[config.mk]
export PLATFORM = sky130hd
export DESIGN_NAME = sat_counter
export DESIGN_NICKNAME = d
export VERILOG_FILES = /design/src/rtl/arch_state_checker_sat_counter.sv
export SDC_FILE = /design/constraint.sdc
export NUM_CORES = 1
export LEC_CHECK = 0
export CAP_MARGIN = 15
export CORE_MARGIN = 2
export CORE_UTILIZATION = 52
export CTS_CLUSTER_DIAMETER = 30
export CTS_CLUSTER_SIZE = 40
export DETAILED_ROUTE_END_ITERATION = 6
export HOLD_SLACK_MARGIN = 0.05
export PLACE_DENSITY = 0.8
export RECOVER_POWER = 25
export SETUP_SLACK_MARGIN = 0.2
export SKIP_LAST_GASP = 1
export SLEW_MARGIN = 30
export SYNTH_ARGS = -nofsm -noshare
export SYNTH_HDL_FRONTEND = slang
export SYNTH_SLANG_ARGS = --single-unit
[constraint.sdc]
create_clock -name clk -period 2.2 [get_ports clk]
set_input_delay 0.55 -clock clk [delete_from_list [all_inputs] [get_ports clk]]
set_output_delay 0.55 -clock clk [all_outputs]
set_load 0.01 [all_outputs]
[src/rtl/arch_state_checker_sat_counter.sv]
// rtl/arch_state_checker_sat_counter.sv - up-counter that sticks at all-ones, clear has priority
module sat_counter #(
  parameter int CNT_W = 16
) (
  input  logic             clk,
  input  logic             rst_n,
  input  logic             clr,
  input  logic             inc,
  output logic [CNT_W-1:0] count
);

  always_ff @(posedge clk or negedge rst_n) begin
    if (!rst_n)                    count <= '0;
    else if (clr)                  count <= '0;
    else if (inc && !(&count))     count <= count + CNT_W'(1);
  end

endmodule

After elaboration in Yosys (flattened, before gate mapping)
Cells that the tools add are included.
Widths: inputs -> output; s select.
{"block": "word_totals", "ff_bits": 16, "latch_bits": 0, "mem_bits_rw": 0, "romBits": 0, "out_inout_bits": 16, "wordCells": 8, "memories": 0}
{"block": "op_classes", "n_addsub": 1, "multipliers": 0, "div": 0, "magnitude_cmp": 0, "eq_ne": 0, "shift": 0, "muxes": 2, "n_bitwise": 0, "reduce_logical": 4}
{"op": "$mux 16", "count": 2}
{"op": "$add 16x1->16 const B", "count": 1}
{"op": "$reduce_and 16->1", "count": 1}
{"op": "$reduce_bool 2->1", "count": 1}
{"op": "$logic_and 1x1->1", "count": 1}
{"op": "$logic_not 1->1", "count": 1}

Longest topological paths before layout
{"block": "depth", "depth_word": 5, "ltp_mapped": 5, "depth_no_buf": 5}

Worst setup path after synthesis
No wires, ideal clock.
{"block": "synth_timing", "kind": "input to register", "startpoint": "in inc", "endpoint": "reg count[15]", "setup_ns": 0.078, "t_arrival_ns": 1.488, "required_ns": 2.122, "setup_slack_ns": 0.634, "stages": 4, "cell_sequence": "and4_4 nand3_4 or4_1 a21oi_1"}
{"block": "synth_between", "elab_chain_len": 2}
{"item": "start, declared", "line_no": "8", "text": "input logic inc,"}
{"item": "$logic_and 1x1->1", "line_no": "15", "text": "else if (inc && !(&count)) count <= count + CNT_W'(1);"}
{"item": "$reduce_bool 2->1 (no line)"}
{"item": "end signal, assigned", "line_no": "15"}
{"item": "end, declared", "line_no": "9", "text": "output logic [CNT_W-1:0] count"}
Every way passes these cells.
A chain may end at the register's enable or synchronous reset.

Worst setup path after layout
{"block": "layout_timing", "startpoint": "reg count[8]", "endpoint": "out count[8]"}
No word-level cell between the ends.

==> flow_summary_export.csv <==
group,metric,value,unit
outcome,outcome,"finished clean",
global_routing,antenna_found_initial,0,
global_routing,globalRoute.totalOverflow,0,
final_layout,nFillCells,126,
placement,gp_congestion,0.831,
final_layout,reg_top3,"count x16",
route,wl_per_cell,13.8,µm
worst_setup_path,cp.required,1650,ps
pwr,combinationalPowerShare,7.6,%
floorplanning,die_x,46.1,µm
synthesis,synth_xor_area_share,0.952,%
pwr,clkPwrFrac,35.7,%
synthesis,synth-simple-area-share,32.0,%
timing,drv_slew,0,
placement,dp_hpwl,1430,µm
worst_setup_path,cp_max_fo,7,
final_layout,regArea,400,µm²
worst_setup_path,startpoint,"count[8]$_DFFE_PN0P_",
pwr,power.internal,418,µW
worst_setup_path,path_class,"flip-flop to output pin",
synthesis,ys.flop_type,"dfrtp_1",
clock_network,postCtsSetupBuffers,0,
worst_setup_path,cpLargestDelayFamily,"buffers and inverters",
pwr,totalPowerFinal,533,µW
worst_setup_path,crit_slowest_cell,"clkdlybuf4s50_1",
worst_setup_path,r2r-start,"count[12]$_DFFE_PN0P_",
synthesis,ys_ff_latch,16,
clock_network,cts_hold_buffers,0,
timing,rsz0062_at_grt,"false",
worst_setup_path,r2r_end,"count[0]$_DFFE_PN0P_",
floorplanning,coreArea,1690,µm²
synthesis,avgSynthCellArea,9.68,µm²
clock_network,clk_pin_slew,90,ps
worst_setup_path,endpoint_kind,"output pin",
timing,period_share,86.5,%
job,maxCapViolCount,0,
clock_network,clk_path_buf_depth,2,
final_layout,largest_reg_flops,16,
synthesis,synth-edff-count,0,
synthesis,synthAdderAreaFrac,1.36,%
route,first_pass_iters,4,
pwr,leakage,0.466,nW
final_layout,nNetsFinal,124,
synthesis,synth_area_leaders,"dfrtp_1 (44%), a21oi_1 (4.4%), nor2_1 (3.3%)",
global_routing,grt_max_degree,17,
clock_network,clock_sinks,16,
synthesis,synth_most_common_cell,"dfrtp_1",
synthesis,synth_commonest_cells,"dfrtp_1 (16), a21oi_1 (8), nor2_1 (8)",
route,vias_per_cell,6.07,
worst_setup_path,crit_chain,"clkdlybuf4s50_1",
route,vias,819,
final_layout,multi_input_area,504,µm²
pwr,p_sw_share,21.5,%
route,routed_wl,1860,µm
synthesis,async_flop_share,100,%
pwr,peakVddDrop,0.000364,V
floorplanning,die_h,46.1,µm
floorplanning,floorplan.initialDensity,54.4,%
clock_network,cts_root_buffer,"clkbuf_4",
global_routing,grt_pass1_wl,3040,µm
route,drt_iter0_drc,18,
route,ant_nets,0,
route,drc,0,
synthesis,synth_compound_area_share,15.5,%
hold_path,holdCritStartpoint,"count[5]$_DFFE_PN0P_",
floorplanning,rows,15,
timing,tightest_slew,858,ps
clock_network,htreeDepth,1,
worst_setup_path,rr_worst_depth,4,
timing,timing.slew.headroom,42.8,%
synthesis,synth_warnings,0,
pwr,power_density,455,nW/µm²
pwr,p_switching,115,µW
synthesis,syn-cell-area,920,µm²
placement,placed_area,1140,µm²
final_layout,antenna_cells,0,
final_layout,layout-drive-gt1-share,12.7,%
synthesis,synth_fp_nets,100,
timing,max_freq,526,MHz
global_routing,grtUsageTotal,20.7,%
floorplanning,dieArea,2120,µm²
placement,io_buffers,19,
global_routing,grt_pass1_vias,694,
timing,setup_viol,0,
timing,fin_crit,1900,ps
clock_network,cts-buffers-inserted,3,
hold_path,hold_path.class,"flip-flop to flip-flop",
worst_setup_path,cp-start-kind,"flip-flop",
final_layout,fin_area,1170,µm²
synthesis,synthCells,95,
timing,fin_skew,0.499,ps
final_layout,regMostFlops,"count",
worst_setup_path,path_buf_inv,1,
timing,setup_tns,0,ps
clock_network,ctsResizeCount,0,
floorplanning,io_pins,20,
hold_path,worstHoldEndpoint,"count[5]$_DFFE_PN0P_",
synthesis,muxShareOfSynthArea,5.03,%
clock_network,insertion_delay,280,ps
worst_setup_path,arrival,1350,ps
synthesis,synth_top_family_by_area,"simple AND/OR/NAND/NOR gates",
worst_setup_path,cpPeakStageDelay,590,ps
timing,hold_viol,0,
final_layout,area_growth,27.3,%
clock_network,cts_tree,"done",
worst_setup_path,reg2reg_setup_slack,550,ps
hold_path,hold_path_depth,1,
synthesis,synth_top_area_share,43.5,%
synthesis,synth.distinct_cells,36,
synthesis,synth.largest_area_cell,"dfrtp_1",
synthesis,yosysSeqAreaShare,43.5,%
pwr,p_seq_share,56.6,%
==> layout make-up <==
type	count	share of cell area, %
Inverter	2	0.641
Timing Repair Buffer	21	17.2
Multi-Input combinational cell	75	43.1
Tap cell	17	1.82
Sequential cell	16	34.2
Clock buffer	4	3.10
==> per-layer routing <==
metal  share of wire, %  global-route usage, %
met5                  0                      0
met4                2.7                   12.6
met3                4.2                   4.31
met2                 47                   31.7
met1                 46                   26.6
==> cell usage in the layout (no fill, tap or decap), types with 2 or more instances in the layout <==
cell type	n
a21oi_1	8
a31oi_1	3
and2_1	3
clkbuf_4	3
clkdlybuf4s50_1	18
dfrtp_1	16
inv_1	2
mux2i_1	2
nand2_1	7
nand2b_1	3
nand3_1	4
nor2_1	8
nor2b_1	2
nor3_1	3
o21ai_0	4
o31ai_1	3
or3_1	4
or4_1	2
==> metrics by stage <==
stage	worst slack [ps]	std cells	utilization [%]	hold WS [ps]
finish	298	135	69.3	562
global route	205	135	69.3	590
CTS	285	135	69.6	566
detailed placement	46.8	131	67.4	551
global placement	71.8	131	67.4	554
floorplan	634	95	-	254
==> power groups by stage <==
stage	Combinational [mW]	Clock, mW	Sequential (mW)
floorplan	0.0169	0	0.309
global placement	0.0417	0	0.308
detailed placement	0.0426	0	0.307
CTS	0.0427	0.199	0.302
global route	0.0451	0.215	0.303
finish	0.0407	0.190	0.302
==> logic make-up (layout without fill, tap and decap cells) <==
kind of cell | Yosys count | in the layout
adders and majority gates | 1 | 1
and+or+nand+nor | 47 | 47
DFF | 16 | 16
muxes | 4 | 4
xor gates and xnor gates | 1 | 1
AOI/OAI and AO/OA | 22 | 22
buffers and inverters | 4 | 27
==> how the worst max path moves through the flow <==
stage,depth (start not counted),end
after floorplan,4,count[15]$_DFFE_PN0P_
after global placement,5,count[15]$_DFFE_PN0P_
after detailed placement,5,count[15]$_DFFE_PN0P_
after CTS,1,count[8]
after global routing,1,count[8]
final,1,count[8]
(Power assumes the default switching activity.)
